`config.mk`:
```
export PLATFORM = sky130hd
export DESIGN_NAME = hazard_ctrl_unit
export DESIGN_NICKNAME = d
export VERILOG_FILES = /design/src/rtl/hazard_ctrl_unit.sv
export SDC_FILE = /design/constraint.sdc
export NUM_CORES = 1
export LEC_CHECK = 0
export BUFFER_PORTS_ARGS = -buffer_cell sky130_fd_sc_hd__buf_2
export CORE_ASPECT_RATIO = 0.5
export CORE_MARGIN = 3
export CORE_UTILIZATION = 40
export DETAILED_ROUTE_END_ITERATION = 8
export GPL_TIMING_DRIVEN = 1
export PLACE_DENSITY = 0.7
export SLEW_MARGIN = 10
export SYNTH_ARGS = -nofsm -noshare
export SYNTH_HDL_FRONTEND = slang
export SYNTH_SLANG_ARGS = --single-unit
```
`constraint.sdc`:
```
create_clock -name clk -period 2.1 [get_ports clk]
set_input_delay 0.105 -clock clk [delete_from_list [all_inputs] [get_ports clk]]
set_output_delay 0.105 -clock clk [all_outputs]
set_load 0.03 [all_outputs]
```
`src/rtl/hazard_ctrl_unit.sv`:
```
// Pipeline hazard controller: load-use stall, taken-branch flush, memory-busy freeze, perf counters.
// Latency: control outputs are combinational from state + inputs; counters/FSM update on the next edge.
// Backpressure: dmem_busy freezes the whole pipeline (pc, IF/ID, later stages) until it drops.
module hazard_ctrl_unit #(
  parameter int BR_FLUSH_CYCLES = 1,
  parameter int MEM_TIMEOUT     = 64,
  parameter int CNT_W           = 16
) (
  input  logic             clk,
  input  logic             reset,
  input  logic [4:0]       ifid_rs1,
  input  logic [4:0]       ifid_rs2,
  input  logic             ifid_uses_rs1,
  input  logic             ifid_uses_rs2,
  input  logic [4:0]       idex_rd,
  input  logic             idex_mem_read,
  input  logic             ex_branch_taken,
  input  logic             dmem_busy,
  output logic             pc_write,
  output logic             ifid_write,
  output logic             ifid_flush,
  output logic             idex_bubble,
  output logic             pipe_hold,
  output logic [1:0]       state_o,
  output logic [CNT_W-1:0] stall_cycles,
  output logic [CNT_W-1:0] flush_events,
  output logic             mem_timeout_err
);

  localparam int WC_W = $clog2(MEM_TIMEOUT + 1);

  typedef enum logic [1:0] {
    S_RUN      = 2'b00,
    S_FLUSH    = 2'b01,
    S_MEM_WAIT = 2'b10,
    S_ILLEGAL  = 2'b11
  } state_t;

  state_t          state;
  state_t          ret_state;   // where MEM_WAIT goes back to (RUN or FLUSH)
  state_t          eff_state;   // state whose rules apply this cycle
  logic [1:0]      fcnt;
  logic [WC_W-1:0] wait_cnt;

  logic load_use;
  logic take_br;     // taken branch accepted this cycle
  logic lu_stall;    // load-use stall applied this cycle
  logic flush_cyc;   // a FLUSH-state cycle consumed this cycle
  logic legal;

  assign state_o = state;
  assign legal   = (state != S_ILLEGAL);

  assign load_use = idex_mem_read && (idex_rd != 5'd0) &&
                    ((ifid_uses_rs1 && (ifid_rs1 == idex_rd)) ||
                     (ifid_uses_rs2 && (ifid_rs2 == idex_rd)));

  // Mealy control outputs; busy wins, then branch, then load-use.
  // When busy drops in MEM_WAIT the saved return state's rules apply this same cycle.
  always_comb begin
    pc_write    = 1'b1;
    ifid_write  = 1'b1;
    ifid_flush  = 1'b0;
    idex_bubble = 1'b0;
    pipe_hold   = 1'b0;
    take_br     = 1'b0;
    lu_stall    = 1'b0;
    flush_cyc   = 1'b0;
    eff_state   = state;
    if (state == S_MEM_WAIT && !dmem_busy) eff_state = ret_state;

    if (legal && dmem_busy) begin
      pipe_hold  = 1'b1;
      pc_write   = 1'b0;
      ifid_write = 1'b0;
    end else begin
      case (eff_state)
        S_RUN: begin
          if (ex_branch_taken) begin
            ifid_flush  = 1'b1;
            idex_bubble = 1'b1;
            take_br     = 1'b1;
          end else if (load_use) begin
            pc_write    = 1'b0;
            ifid_write  = 1'b0;
            idex_bubble = 1'b1;
            lu_stall    = 1'b1;
          end
        end
        S_FLUSH: begin
          // Wrong-path instructions: both squashed, new branches and load-use ignored.
          ifid_flush  = 1'b1;
          idex_bubble = 1'b1;
          flush_cyc   = 1'b1;
        end
        default: ;
      endcase
    end
  end

  // Saturating performance counters; memory freeze cycles count as stalls.
  always_ff @(posedge clk) begin
    if (!reset) begin
      stall_cycles <= '0;
      flush_events <= '0;
    end else begin
      if ((pipe_hold || lu_stall) && (stall_cycles != '1))
        stall_cycles <= stall_cycles + CNT_W'(1);
      if (take_br && (flush_events != '1))
        flush_events <= flush_events + CNT_W'(1);
    end
  end

  // FSM with flush countdown, memory-wait counter and sticky timeout flag.
  always_ff @(posedge clk) begin
    if (!reset) begin
      state           <= S_RUN;
      ret_state       <= S_RUN;
      fcnt            <= 2'd0;
      wait_cnt        <= '0;
      mem_timeout_err <= 1'b0;
    end else if (!legal) begin
      state    <= S_RUN;
      wait_cnt <= '0;
    end else if (dmem_busy) begin
      state <= S_MEM_WAIT;
      if (state != S_MEM_WAIT) begin
        // fcnt stays frozen so an interrupted flush resumes where it left off
        ret_state <= state;
        wait_cnt  <= WC_W'(1);
        if (MEM_TIMEOUT <= 1) mem_timeout_err <= 1'b1;
      end else begin
        if (wait_cnt != WC_W'(MEM_TIMEOUT)) wait_cnt <= wait_cnt + WC_W'(1);
        if (wait_cnt >= WC_W'(MEM_TIMEOUT - 1)) mem_timeout_err <= 1'b1;
      end
    end else begin
      wait_cnt  <= '0;
      ret_state <= S_RUN;
      if (take_br) begin
        if (BR_FLUSH_CYCLES > 1) begin
          state <= S_FLUSH;
          fcnt  <= 2'(BR_FLUSH_CYCLES - 1);
        end else begin
          state <= S_RUN;
        end
      end else if (flush_cyc) begin
        fcnt  <= fcnt - 2'd1;
        state <= (fcnt <= 2'd1) ? S_RUN : S_FLUSH;
      end else begin
        state <= S_RUN;
      end
    end
  end

endmodule

```
Word-level counts from Yosys, hierarchy flattened
Index checks and enable logic that the tools add are counted.

Register bits: 46. Bits in latches: 0. Memories kept: 0. RAM bits: 0. ROM bits: 0.

$add $sub $neg: 4. Shift operators: 0. Bitwise gates (word level): 6. Equality and inequality tests: 10. $lt $le $gt $ge: 2. Div/mod/pow operators: 0. Multiplexer cells: 28. Multiply operators: 0. Reduce and logical (&&, ||, !) cells: 21.

Operators by type and width (number): 16-bit by 1-bit adder with 16-bit output (second input constant) (2); 16-bit inequality test (second input constant) (2); 1-bit two-way mux (22); 5-bit equality test (2); 1-bit logical AND (8); 2-bit two-way mux (4); 4-bit AND reduction (2); 7-bit by 1-bit adder with 7-bit output (second input constant) (1); 7-bit by 6-bit greater-or-equal comparator with 1-bit output (second input constant) (1); 7-bit inequality test (second input constant) (1); 1-bit inverter (6); 5-bit nonzero test (1); 5-bit OR reduction (1); 2-bit inequality test (second input constant) (2); 1-bit case mux with 2 select lines (2); 2-bit AND reduction (2); 4-bit OR reduction (1); 3-bit AND reduction (1); 2-bit by 1-bit equality test with 1-bit output (second input constant) (1); 2-bit equality test (second input constant) (1); 2-bit by 1-bit <= comparator with 1-bit output (second input constant) (1); 2-bit logical NOT (1); 1-bit logical OR (2); 2-bit by 1-bit inequality test with 1-bit output (second input constant) (1); 3 further kinds (3).

Depth between registers and ports, before layout
Gate-level depths: netlist of run 1.

Depth in word-level cells: 10. Depth in mapped cells: 9. Depth with buffers taken out: 7.

Worst setup path before layout of run 1
No wires, ideal clock.

Path type: register to register. From: reg stall_cycles[0]. To: reg stall_cycles[1]. Arrival: 2.076 ns. Setup time: 0.128 ns. Path buffers: 2. Required time: 1.972 ns. Stages on the path, launching flop included: 10. Setup slack: -0.104 ns. Path through: dfxtp_1 ha_1 nand2_1 nor3_1 nand2_1 a22oi_4 buf_6 buf_8 mux2i_1 nor2_1.

Word-level cells in the longest chain between the ends: 2.

RTL lines: start: declaration (RTL line 25) `output logic [CNT_W-1:0] stall_cycles,`; start signal: assignment (RTL line 108) `stall_cycles <= stall_cycles + CNT_W'(1);`; branches (longest 2 deep; another with 16-bit by 1-bit adder with 16-bit output).

Parallel ways; which one is timed is not known. A chain may end at the register's enable or synchronous reset.

Worst setup path in the final report of run 1
From: reg ret_state[1]. To: reg stall_cycles[9].

Word-level cells in the longest chain between the ends: 6.

RTL lines: start: declaration (RTL line 40) `state_t ret_state;`; start signal: assignment (RTL line 129) `ret_state <= state;`; 2-bit two-way mux (RTL line 70) `if (state == S_MEM_WAIT && !dmem_busy) eff_state = ret_state;`; 2-bit logical NOT (RTL line 77) `case (eff_state)`; 1-bit two-way mux (RTL line 77); 1-bit two-way mux (RTL line 72) `if (legal && dmem_busy) begin`; 1-bit logical OR (RTL line 107) `if ((pipe_hold || lu_stall) && (stall_cycles != '1))`; 1-bit logical AND (RTL line 107).

Every way passes these cells.

==> summary.txt, run 1 <==
Status
  – Status: finished, final reports clean

Layout
  – Nets: 369
  – N_diodes: 0
  – Share of layout cells above drive strength 1: 26.24%
  – Fillers: 549
  – Synth-to-layout area growth: 24.21%
  – Utilization after layout: 52.41%

Routing
  – DR DRC count: 0
  – Routed len/inst: 13.93 um
  – Final wirelength: 5.795 mm
  – DRT Pass-1 Iters: 4
  – Via Count: 2240
  – Detail Route Antenna Nets: 0
  – Number of vias per cell: 5.385
  – Iteration-0 DRC Markers: 50

Critical path
  – Critical Path RT: 2.31 ns
  – Crit end category: flop
  – CP max FO: 23
  – Worst path arrival time: 2.19 ns
  – Critical path class: reg2reg
  – Critical Path Source Type: flop

Clock network
  – Root Buffer: clkbuf_16
  – CTS H-tree depth: 2
  – Worst-case clock buffer depth: 2
  – TritonCTS clock tree: yes
  – Worst-path clk slew: 0.07 ns
  – CTS buffer count: 5
  – Post-CTS setup buffers: 0
  – Cts hold-fix bufs: 0
  – Clock sink total: 46
  – Cells resized by post-CTS repair: 0
  – Clk Latency, worst-skew pair: 0.29 ns

STA
  – Worst Skew: 0.004578 ns
  – Post-route minimum period: 1.977 ns
  – Fin Setup TNS: 0 ns
  – # setup viols final: 0
  – Final period utilization: 94.16%
  – Worst slew margin: 54.90%
  – Final hold vios: 0
  – Hold Worst Slack: 0.1676 ns
  – Slew @ Worst Pin: 0.6757 ns
  – Max Slew Vio Count: 0
  – Unrepaired setup endpoints after global routing: no
  – FMAX: 505.7 MHz

Global routing
  – Total grt overflow: 0
  – Global-route usage over all layers: 17.10%
  – First-pass GRT wire length: 9.466 mm
  – Vias in the first global route: 1987
  – Initial antenna violation count: 0
  – Largest net degree at the start of global routing: 24

Synthesis
  – Post-Syn Area: 2367 um^2
  – Synth Flop Type: dfxtp_1
  – Top cell type's share of synthesized area: 38.90%
  – FFs w/ async S/R, synth: 0%
  – Synth Instances: 276
  – Mean post-synth cell area: 8.577 um^2
  – Cell variety after synth: 52
  – Number of enable flip-flop cells after synthesis: 0
  – Yosys warns: 0
  – Most instantiated cells after synthesis: dfxtp_1 (46), nor2_1 (34), xnor2_1 (23)
  – Seq/Total Area, Yosys: 38.90%
  – Largest cells by area after synthesis: dfxtp_1 (39%), xnor2_1 (8.5%), nor2_1 (5.4%)
  – Syn_nets: 303
  – Most common cell in the netlist: dfxtp_1
  – Yosys reg bits: 46
  – Synth area leader: dfxtp_1

Floorplan
  – Io pins: 62
  – DIE AREA: 6933 um^2
  – Die X: 114.8 um
  – Core area: 5610 um^2
  – Row count: 19
  – Starting Density: 42.19%
  – Die Y: 60.40 um

Placement
  – Gpl congestion: 0.8094
  – Dpl hpwl: 4.256 mm
  – Port bufs: 61

Min path
  – Worst min path class: in2reg

Flow run
  – Max Cap Violations: 0

Power and ir drop
  – Power per cell area: 632.5 nW/um^2
  – LEAKAGE: 1.196 nW
  – Peak supply drop: 0.0003876 V
==> routing by layer <==
metal	vias to the layer above	track usage [%]	wire, um
li1	1125	-	-
met1	1045	22.52	2692
met2	64	29.20	2773
met3	6	4.283	292
met4	0	3.512	37
met5	-	0	0
==> through the flow <==
stage	setup WS, ns	area, um^2	power (mW)	std cells
after floorplan	0.005750	2370	1.025	276
after global placement	0.2154	2774	1.078	408
after detailed placement	0.1450	2774	1.085	408
after CTS	0.1062	2924	1.881	416
after global routing	0.009332	2940	1.938	416
final	0.1226	2940	1.860	416
==> worst max-delay path, cell delays in order, from the launching register on <==
cell	delay [ns]
dfxtp_1	0.34
o31ai_2	0.30
o2111ai_2	0.18
a21oi_2	0.19
a22oi_4	0.08
buf_12	0.18
or4_1	0.47
a21oi_1	0.16
==> area by class of cell <==
type                       instances  area (um^2)  area share (%)
clock inverter                     3        25.02          0.8511
clock buffer                       5        125.1           4.255
tap                               73        91.34           3.106
inverter                           9        33.78           1.149
multi-input combinational        212         1371           46.64
timing repair buffer              68        370.4           12.60
sequential                        46        923.4           31.40
==> registers in the layout, summed over array words and instances, names as in the netlist <==
register	flops
fcnt	2
state_o	2
ret_state	2
flush_events	16
stall_cycles	16
wait_cnt	7
mem_timeout_err	1
==> logic make-up after synthesis <==
kind of cell	synth area share, %
and+or+nand+nor	26.22
AOI/OAI and AO/OA	15.65
DFF	38.90
xor gates and xnor gates	11.47
buffers and inverters	3.858
adders and majority gates	2.643
muxes	1.269
==> path summary, 6_finish.rpt <==
path / from / to / slack [ns] / cells after the start
hold reg to reg: mem_timeout_err$_SDFFE_PN0P_ / mem_timeout_err$_SDFFE_PN0P_ / 0.46 / 2
setup / recovery: ret_state[1]$_SDFFE_PN0P_ / stall_cycles[9]$_SDFFE_PN0P_ / 0.12 / 7
hold / removal: dmem_busy / ret_state[0]$_SDFFE_PN0P_ / 0.17 / 3
setup reg to reg: ret_state[1]$_SDFFE_PN0P_ / stall_cycles[9]$_SDFFE_PN0P_ / 0.12 / 7
==> power by group <==
group          internal (mW)  switching [mW]
clock                  0.447           0.347
sequential             0.882          0.0133
combinational         0.0657           0.104
total                   1.40           0.465
==> placed cells by master, fill, tap and decap left out, types with 4 or more instances in the layout <==
cell type / count
dfxtp_1: 44
nand4_1: 7
ha_1: 5
a21oi_1: 14
nor3_1: 4
o21ai_0: 6
xnor2_1: 23
nor2_1: 34
inv_1: 9
o21ai_1: 6
clkbuf_16: 5
nand3_1: 21
buf_2: 61
buf_4: 6
xor2_1: 8
nand2_1: 18
or3_1: 9
nor4_1: 7
Note: power is estimated with default switching activity, not from simulation.
==> run 2: changes to the inputs <==
==> constraint.sdc (replaced) <==
create_clock -name clk -period 2.1 [get_ports clk]
set_input_delay 0.21 -clock clk [delete_from_list [all_inputs] [get_ports clk]]
set_output_delay 0.21 -clock clk [all_outputs]
set_load 0.03 [all_outputs]
==> summary.txt, run 2 (synthesis results as in run 1) <==
Clock network
  – Clk Latency, worst-skew pair: 0.28 ns (about the same)
  – Root Buffer: clkbuf_16
  – Clock sink total: 46 (unchanged)
  – CTS buffer count: 5 (unchanged)
  – Cells resized by post-CTS repair: 0 (unchanged)
  – Worst-path clk slew: 0.06 ns (about the same)
  – Post-CTS setup buffers: 0 (unchanged)
  – CTS H-tree depth: 2 (unchanged)
  – TritonCTS clock tree: yes
  – Cts hold-fix bufs: 0 (unchanged)
  – Worst-case clock buffer depth: 2 (unchanged)

Critical path
  – Max incr delay on CP: 0.42 ns (-0.05 ns)
  – Critical Path Source Type: flop
  – Reg2Reg Depth: 9 (+2)
  – CP max FO: 13 (-43%)
  – RR Startpoint: stall_cycles[0]$_SDFFE_PN0P_
  – Crit-path leading delay family: simple AND/OR/NAND/NOR gates
  – Crit end category: flop
  – Reg2Reg Setup Slack: 0.12 ns (about the same)
  – Critical Path RT: 2.32 ns (about the same)
  – Critical path class: reg2reg
  – Critical-path cell list: ha_1 > nand2_1 > nor3_1 > buf_4 > a21oi_2 > a22oi_4 > buf_4 > or4_1 > a21oi_2
  – R2r endpoint: stall_cycles[6]$_SDFFE_PN0P_
  – Worst path arrival time: 2.20 ns (about the same)
  – Buf/Inv on CP: 2 (+1)
  – Crit-path slowest cell: or4_1

Routing
  – Detail Route Antenna Nets: 0 (unchanged)
  – Final wirelength: 5.662 mm (-2.3%)
  – Routed len/inst: 13.48 um (-3.2%)
  – Via Count: 2254 (+0.63%)
  – Highest routed layer: met4
  – Met1 WL: 2.741 mm (+1.8%)
  – Iteration-0 DRC Markers: 74 (+48%)
  – DR DRC count: 0 (unchanged)
  – DRT Pass-1 Iters: 4 (unchanged)
  – Number of vias per cell: 5.367 (-0.33%)
  – Met2 wire len: 2.604 mm (-6.1%)
  – DR WL met3: 279 um (-4.5%)

Status
  – Status: finished, final reports clean

Floorplan
  – Die Y: 60.40 um (unchanged)
  – DIE AREA: 6933 um^2 (unchanged)
  – Core area: 5610 um^2 (unchanged)
  – Starting Density: 42.19% (unchanged)
  – Die X: 114.8 um (unchanged)
  – Io pins: 62 (unchanged)
  – Row count: 19 (unchanged)

Global routing
  – First-pass GRT wire length: 9.439 mm (-0.29%)
  – Total grt overflow: 0 (unchanged)
  – Global-route usage over all layers: 16.91% (-0.20 points)
  – Largest net degree at the start of global routing: 16 (-33%)
  – Vias in the first global route: 2098 (+5.6%)
  – Initial antenna violation count: 0 (unchanged)

Layout
  – N_diodes: 0 (unchanged)
  – Share of layout cells above drive strength 1: 27.67% (+1.4 points)
  – Fillers: 541 (-1.5%)
  – Regs by FF count: flush_events: 16 flops, stall_cycles: 16 flops, wait_cnt: 7 flops
  – Nets: 373 (+1.1%)
  – Leading cell type in the layout, fill and taps excluded: buf_2
  – Non-filler cells, final: 420 (+0.96%)
  – Most frequent cells in the layout: buf_2 (61), dfxtp_1 (43), nor2_1 (34), xnor2_1 (23), nand3_1 (21)
  – Synth-to-layout area growth: 25.90%

STA
  – Fin Setup TNS: 0 ns (unchanged)
  – Final hold vios: 0 (unchanged)
  – Worst Skew: 0.004466 ns (-0.0001117 ns)
  – Worst slew margin: 70.07% (+15 points)
  – Final period utilization: 94.32% (+0.16 points)
  – Slew @ Worst Pin: 0.4490 ns (-0.2267 ns)
  – Max Slew Vio Count: 0 (unchanged)
  – Post-route minimum period: 1.981 ns (+0.003351 ns)
  – FMAX: 504.9 MHz (-0.17%)
  – # setup viols final: 0 (unchanged)
  – Hold Worst Slack: 0.2767 ns (+0.1091 ns)
  – Unrepaired setup endpoints after global routing: no

Power and ir drop
  – Peak supply drop: 0.0003273 V (-16%)
  – LEAKAGE: 1.226 nW (+2.5%)
  – Power per cell area: 651.2 nW/um^2 (+2.9%)

Placement
  – Port bufs: 61 (unchanged)
  – DP Cell Count: 412 (+0.98%)
  – Gpl congestion: 0.7688 (-5.0%)
  – Dpl hpwl: 4.247 mm (-0.21%)

Min path
  – Worst min path class: in2reg
  – WHS Endpoint: ret_state[0]$_SDFFE_PN0P_
  – Hold path startpoint: dmem_busy
  – Worst Hold Depth: 3 (unchanged)

Flow run
  – Max Cap Violations: 0 (unchanged)
-- run 2: cell count changes in the layout (fill, tap and decap cells not counted), sizes merged --
cell and change:
inv -1, bufinv +1, clkinvlp -1, clkinv +1, buf +4
-- run 2: through the flow --
stage / area, um^2 / setup WS [ns] / total power [mW] / utilization [%]
finish: 2980 / 0.1193 / 1.941 / 53.12
global route: 2980 / 0.01594 / 2.022 / 53.12
CTS: 2964 / 0.09545 / 1.970 / 52.83
detailed placement: 2799 / 0.1333 / 1.086 / 49.89
global placement: 2799 / 0.1678 / 1.080 / 49.89
floorplan: 2377 / 0.005579 / 1.026 / -
-- run 2: worst max path at each step --
stage                                 start  slack, ns  depth (start not counted)                      endpoint
2_1_floorplan  stall_cycles[3]$_SDFFE_PN0P_      0.006                          8  stall_cycles[1]$_SDFFE_PN0P_
3_3_place_gp   flush_events[0]$_SDFFE_PN0P_       0.17                          7  flush_events[8]$_SDFFE_PN0P_
3_5_place_dp   flush_events[0]$_SDFFE_PN0P_       0.13                          7  flush_events[8]$_SDFFE_PN0P_
4_1_cts               state_o[1]$_SDFF_PN0_        0.1                          6                   idex_bubble
5_1_grt        stall_cycles[0]$_SDFFE_PN0P_       0.02                          9  stall_cycles[6]$_SDFFE_PN0P_
6_report       stall_cycles[0]$_SDFFE_PN0P_       0.12                          9  stall_cycles[6]$_SDFFE_PN0P_
-- run 2: worst register-to-register path, stage by stage (launching register included) --
cell and delay [ns]:
dfxtp_2 0.34, ha_1 0.23, nand2_1 0.11, nor3_1 0.07, buf_4 0.14, a21oi_2 0.17, a22oi_4 0.10, buf_4 0.20
or4_1 0.42, a21oi_2 0.14
-- run 2: routing by layer --
metal	global-route usage, %	vias to the layer above
li1	-	1127
met5	0	-
met4	3.846	0
met3	4.482	4
met2	29.69	60
met1	21.37	1063
-- run 2: report_power, final --
group	internal (mW)	switching [mW]	total (mW)
Clock	0.557	0.317	0.874
Sequential	0.883	0.0131	0.896
Combinational	0.0658	0.105	0.171
-- run 2: cell type report --
class | instances | area (um^2) | share of cell area [%]
tap | 73 | 91.34 | 3.065
timing repair buffer | 72 | 387.9 | 13.01
inverter | 9 | 33.78 | 1.134
sequential | 46 | 924.6 | 31.02
multi-input combinational | 212 | 1378 | 46.22
clock inverter | 3 | 40.04 | 1.343
clock buffer | 5 | 125.1 | 4.198
==> run 3: changes to the inputs <==
--- a/config.mk
+++ b/config.mk
@@ -5,13 +5,13 @@
 export SDC_FILE = /design/constraint.sdc
 export NUM_CORES = 1
 export LEC_CHECK = 0
-export BUFFER_PORTS_ARGS = -buffer_cell sky130_fd_sc_hd__buf_2
 export CORE_ASPECT_RATIO = 0.5
 export CORE_MARGIN = 3
 export CORE_UTILIZATION = 40
 export DETAILED_ROUTE_END_ITERATION = 8
+export DONT_BUFFER_PORTS = 1
 export GPL_TIMING_DRIVEN = 1
-export PLACE_DENSITY = 0.7
+export PLACE_DENSITY = 0.61
 export SLEW_MARGIN = 10
 export SYNTH_ARGS = -nofsm -noshare
 export SYNTH_HDL_FRONTEND = slang
==> summary.txt, run 3 (synthesis results as in run 1) <==
Critical path
  – Crit end category: flop
  – CP max FO: 12 (-1)
  – CP endpoint: stall_cycles[6]$_SDFFE_PN0P_
  – Reg2Reg Setup Slack: 0.11 ns (about the same)
  – Critical path class: reg2reg
  – Critical Path RT: 2.31 ns (about the same)
  – Crit-path slowest cell: or4_1
  – Reg2Reg Depth: 7 (-2)
  – Critical-path cell list: o31ai_2 > o2111ai_2 > a21oi_2 > a22oi_4 > buf_12 > or4_1 > a21oi_1
  – Worst path arrival time: 2.20 ns (about the same)
  – Critical path origin: ret_state[1]$_SDFFE_PN0P_
  – Critical Path Source Type: flop
  – R2r endpoint: stall_cycles[6]$_SDFFE_PN0P_
  – RR Startpoint: ret_state[1]$_SDFFE_PN0P_
  – Max incr delay on CP: 0.39 ns (-0.03 ns)

Flow run
  – Max Cap Violations: 0 (unchanged)

Clock network
  – CTS buffer count: 5 (unchanged)
  – Post-CTS setup buffers: 0 (unchanged)
  – TritonCTS clock tree: yes
  – Clk Latency, worst-skew pair: 0.29 ns (about the same)
  – Clock sink total: 46 (unchanged)
  – Worst-path clk slew: 0.06 ns (about the same)
  – Root Buffer: clkbuf_16
  – Worst-case clock buffer depth: 2 (unchanged)
  – CTS H-tree depth: 2 (unchanged)

STA
  – Slew @ Worst Pin: 0.5361 ns (+0.08709 ns)
  – # setup viols final: 0 (unchanged)
  – Worst slew margin: 64.22% (-5.8 points)
  – Fin Setup TNS: 0 ns (unchanged)
  – Final hold vios: 0 (unchanged)
  – Final worst setup slack: 0.1082 ns (-0.01102 ns)
  – Final period utilization: 94.85% (+0.52 points)
  – Post-route minimum period: 1.992 ns (+0.01102 ns)
  – Max Slew Vio Count: 0 (unchanged)
  – Unrepaired setup endpoints after global routing: no
  – Worst Skew: 0.005984 ns (+0.001518 ns)
  – Hold Worst Slack: 0.04112 ns (-0.2355 ns)
  – FMAX: 502.1 MHz (-0.55%)

Layout
  – Synth-to-layout area growth: 22.83%
  – Leading cell type in the layout, fill and taps excluded: dfxtp_1
  – N_diodes: 0 (unchanged)
  – Regs by FF count: flush_events: 16 flops, stall_cycles: 16 flops, wait_cnt: 7 flops
  – Nets: 343 (-8.0%)
  – Fin area: 2908 um^2 (-2.4%)
  – Fillers: 537 (-0.74%)
  – Share of layout cells above drive strength 1: 20.82% (-6.8 points)
  – Most frequent cells in the layout: dfxtp_1 (44), buf_4 (40), nor2_1 (34), xnor2_1 (23), nand3_1 (21)

Power and ir drop
  – Combinational share of power: 8.3% (-0.5 points)
  – Overall power: 1.838 mW (-5.3%)
  – Clock power frac: 43.2% (-1.8 points)
  – Net Sw Frac: 22.93% (+0.49 points)
  – LEAKAGE: 1.092 nW (-11%)
  – NetSw: 0.4213 mW (-3.2%)
  – Seq pwr share: 48.4% (+2.2 points)
  – Power per cell area: 632.0 nW/um^2 (-2.9%)
  – Peak supply drop: 0.0002843 V (-13%)
  – Int Power: 1.416 mW (-5.9%)

Global routing
  – Total grt overflow: 0 (unchanged)
  – First-pass GRT wire length: 8.956 mm (-5.1%)
  – Global-route usage over all layers: 16.41% (-0.50 points)
  – Largest net degree at the start of global routing: 19 (+3)
  – Initial antenna violation count: 0 (unchanged)
  – Vias in the first global route: 2022 (-3.6%)

Routing
  – Highest routed layer: met4
  – Via Count: 2110 (-6.4%)
  – Met1 WL: 2.477 mm (-9.6%)
  – Routed len/inst: 14.34 um (+6.3%)
  – Met2 wire len: 2.672 mm (+2.6%)
  – Number of vias per cell: 5.410 (+0.81%)
  – Detail Route Antenna Nets: 0 (unchanged)
  – DR WL met3: 381 um (+37%)
  – Final wirelength: 5.591 mm (-1.3%)
  – Iteration-0 DRC Markers: 94 (+27%)
  – DRT Pass-1 Iters: 4 (unchanged)
  – DR DRC count: 0 (unchanged)

Placement
  – Place WS: 0.1236 ns (-0.009741 ns)
  – Dpl hpwl: 4.308 mm (+1.5%)
  – Placed Area: 2751 um^2 (-1.7%)
  – Gpl congestion: 0.7469 (-2.8%)
  – Port bufs: 0 (-100%)

Floorplan
  – Starting Density: 42.19% (unchanged)
  – Core area: 5610 um^2 (unchanged)
  – Row count: 19 (unchanged)
  – Io pins: 62 (unchanged)
  – Die X: 114.8 um (unchanged)
  – Die Y: 60.40 um (unchanged)
  – DIE AREA: 6933 um^2 (unchanged)

Status
  – Status: finished, final reports clean

Min path
  – Worst min path class: in2reg
  – Worst Hold Depth: 1 (-2)
## run 3: changes by cell type in the layout (fill, tap and decap cells not counted), sizes merged
| cell | delta |
|---|---|
| buf | -30 |
| bufinv | -1 |
| clkbuf | +2 |
| clkinv | -1 |
## run 3: routing by layer
| metal | GRT usage [%] | vias to the layer above |
|---|---|---|
| li1 | - | 1068 |
| met1 | 18.64 | 976 |
| met2 | 30.11 | 60 |
| met3 | 6.076 | 6 |
| met4 | 4.013 | 0 |
| met5 | 0 | - |
## run 3: area by class of cell
| cell class | count | area, um^2 | share of cell area (%) |
|---|---|---|---|
| Tap cell | 73 | 91.34 | 3.141 |
| Sequential cell | 46 | 923.4 | 31.76 |
| Multi-Input combinational cell | 212 | 1371 | 47.16 |
| Timing Repair Buffer | 42 | 340.3 | 11.70 |
| Inverter | 9 | 33.78 | 1.162 |
| Clock buffer | 7 | 142.6 | 4.905 |
| Clock inverter | 1 | 5.005 | 0.1721 |
## run 3: worst min-delay path by stage
stage	startpoint	endpoint	slack, ns
2_1_floorplan	fcnt[1]$_SDFFE_PN0P_	state_o[0]$_SDFF_PP0_	0.45
3_3_place_gp	reset	mem_timeout_err$_SDFFE_PN0P_	0.33
3_5_place_dp	reset	flush_events[8]$_SDFFE_PN0P_	0.34
4_1_cts	reset	flush_events[8]$_SDFFE_PN0P_	0.04
5_1_grt	reset	flush_events[10]$_SDFFE_PN0P_	0.03
6_report	reset	flush_events[8]$_SDFFE_PN0P_	0.04
## run 3: critical path, delay by kind of cell, from the launching register on
family / cells / cell delay, ns
AO/OA/AOI/OAI: 5 / 1.00
AND/OR/NAND/NOR: 1 / 0.39
flip-flops: 1 / 0.35
buffers and inverters: 1 / 0.17
## run 3: repair_timing
item                                    in CTS  in global routing
resized for setup                            0                  3
endpoints found under the setup margin       0                  5
hold buffers                                 0                  0
## run 3: power groups by stage
stage / logic [mW] / registers, mW / clock network [mW]
3_5_place_dp: 0.153 / 0.909 / 0
6_report: 0.153 / 0.890 / 0.795
4_1_cts: 0.154 / 0.890 / 0.813
2_1_floorplan: 0.0975 / 0.929 / 0
3_3_place_gp: 0.149 / 0.908 / 0
5_1_grt: 0.165 / 0.891 / 0.848
## run 3: metrics by stage
stage                     utilization (%)  instances
after floorplan                         -        276
after global placement              49.04        382
after detailed placement            49.04        382
after CTS                           51.67        390
after global routing                51.83        390
final                               51.83        390
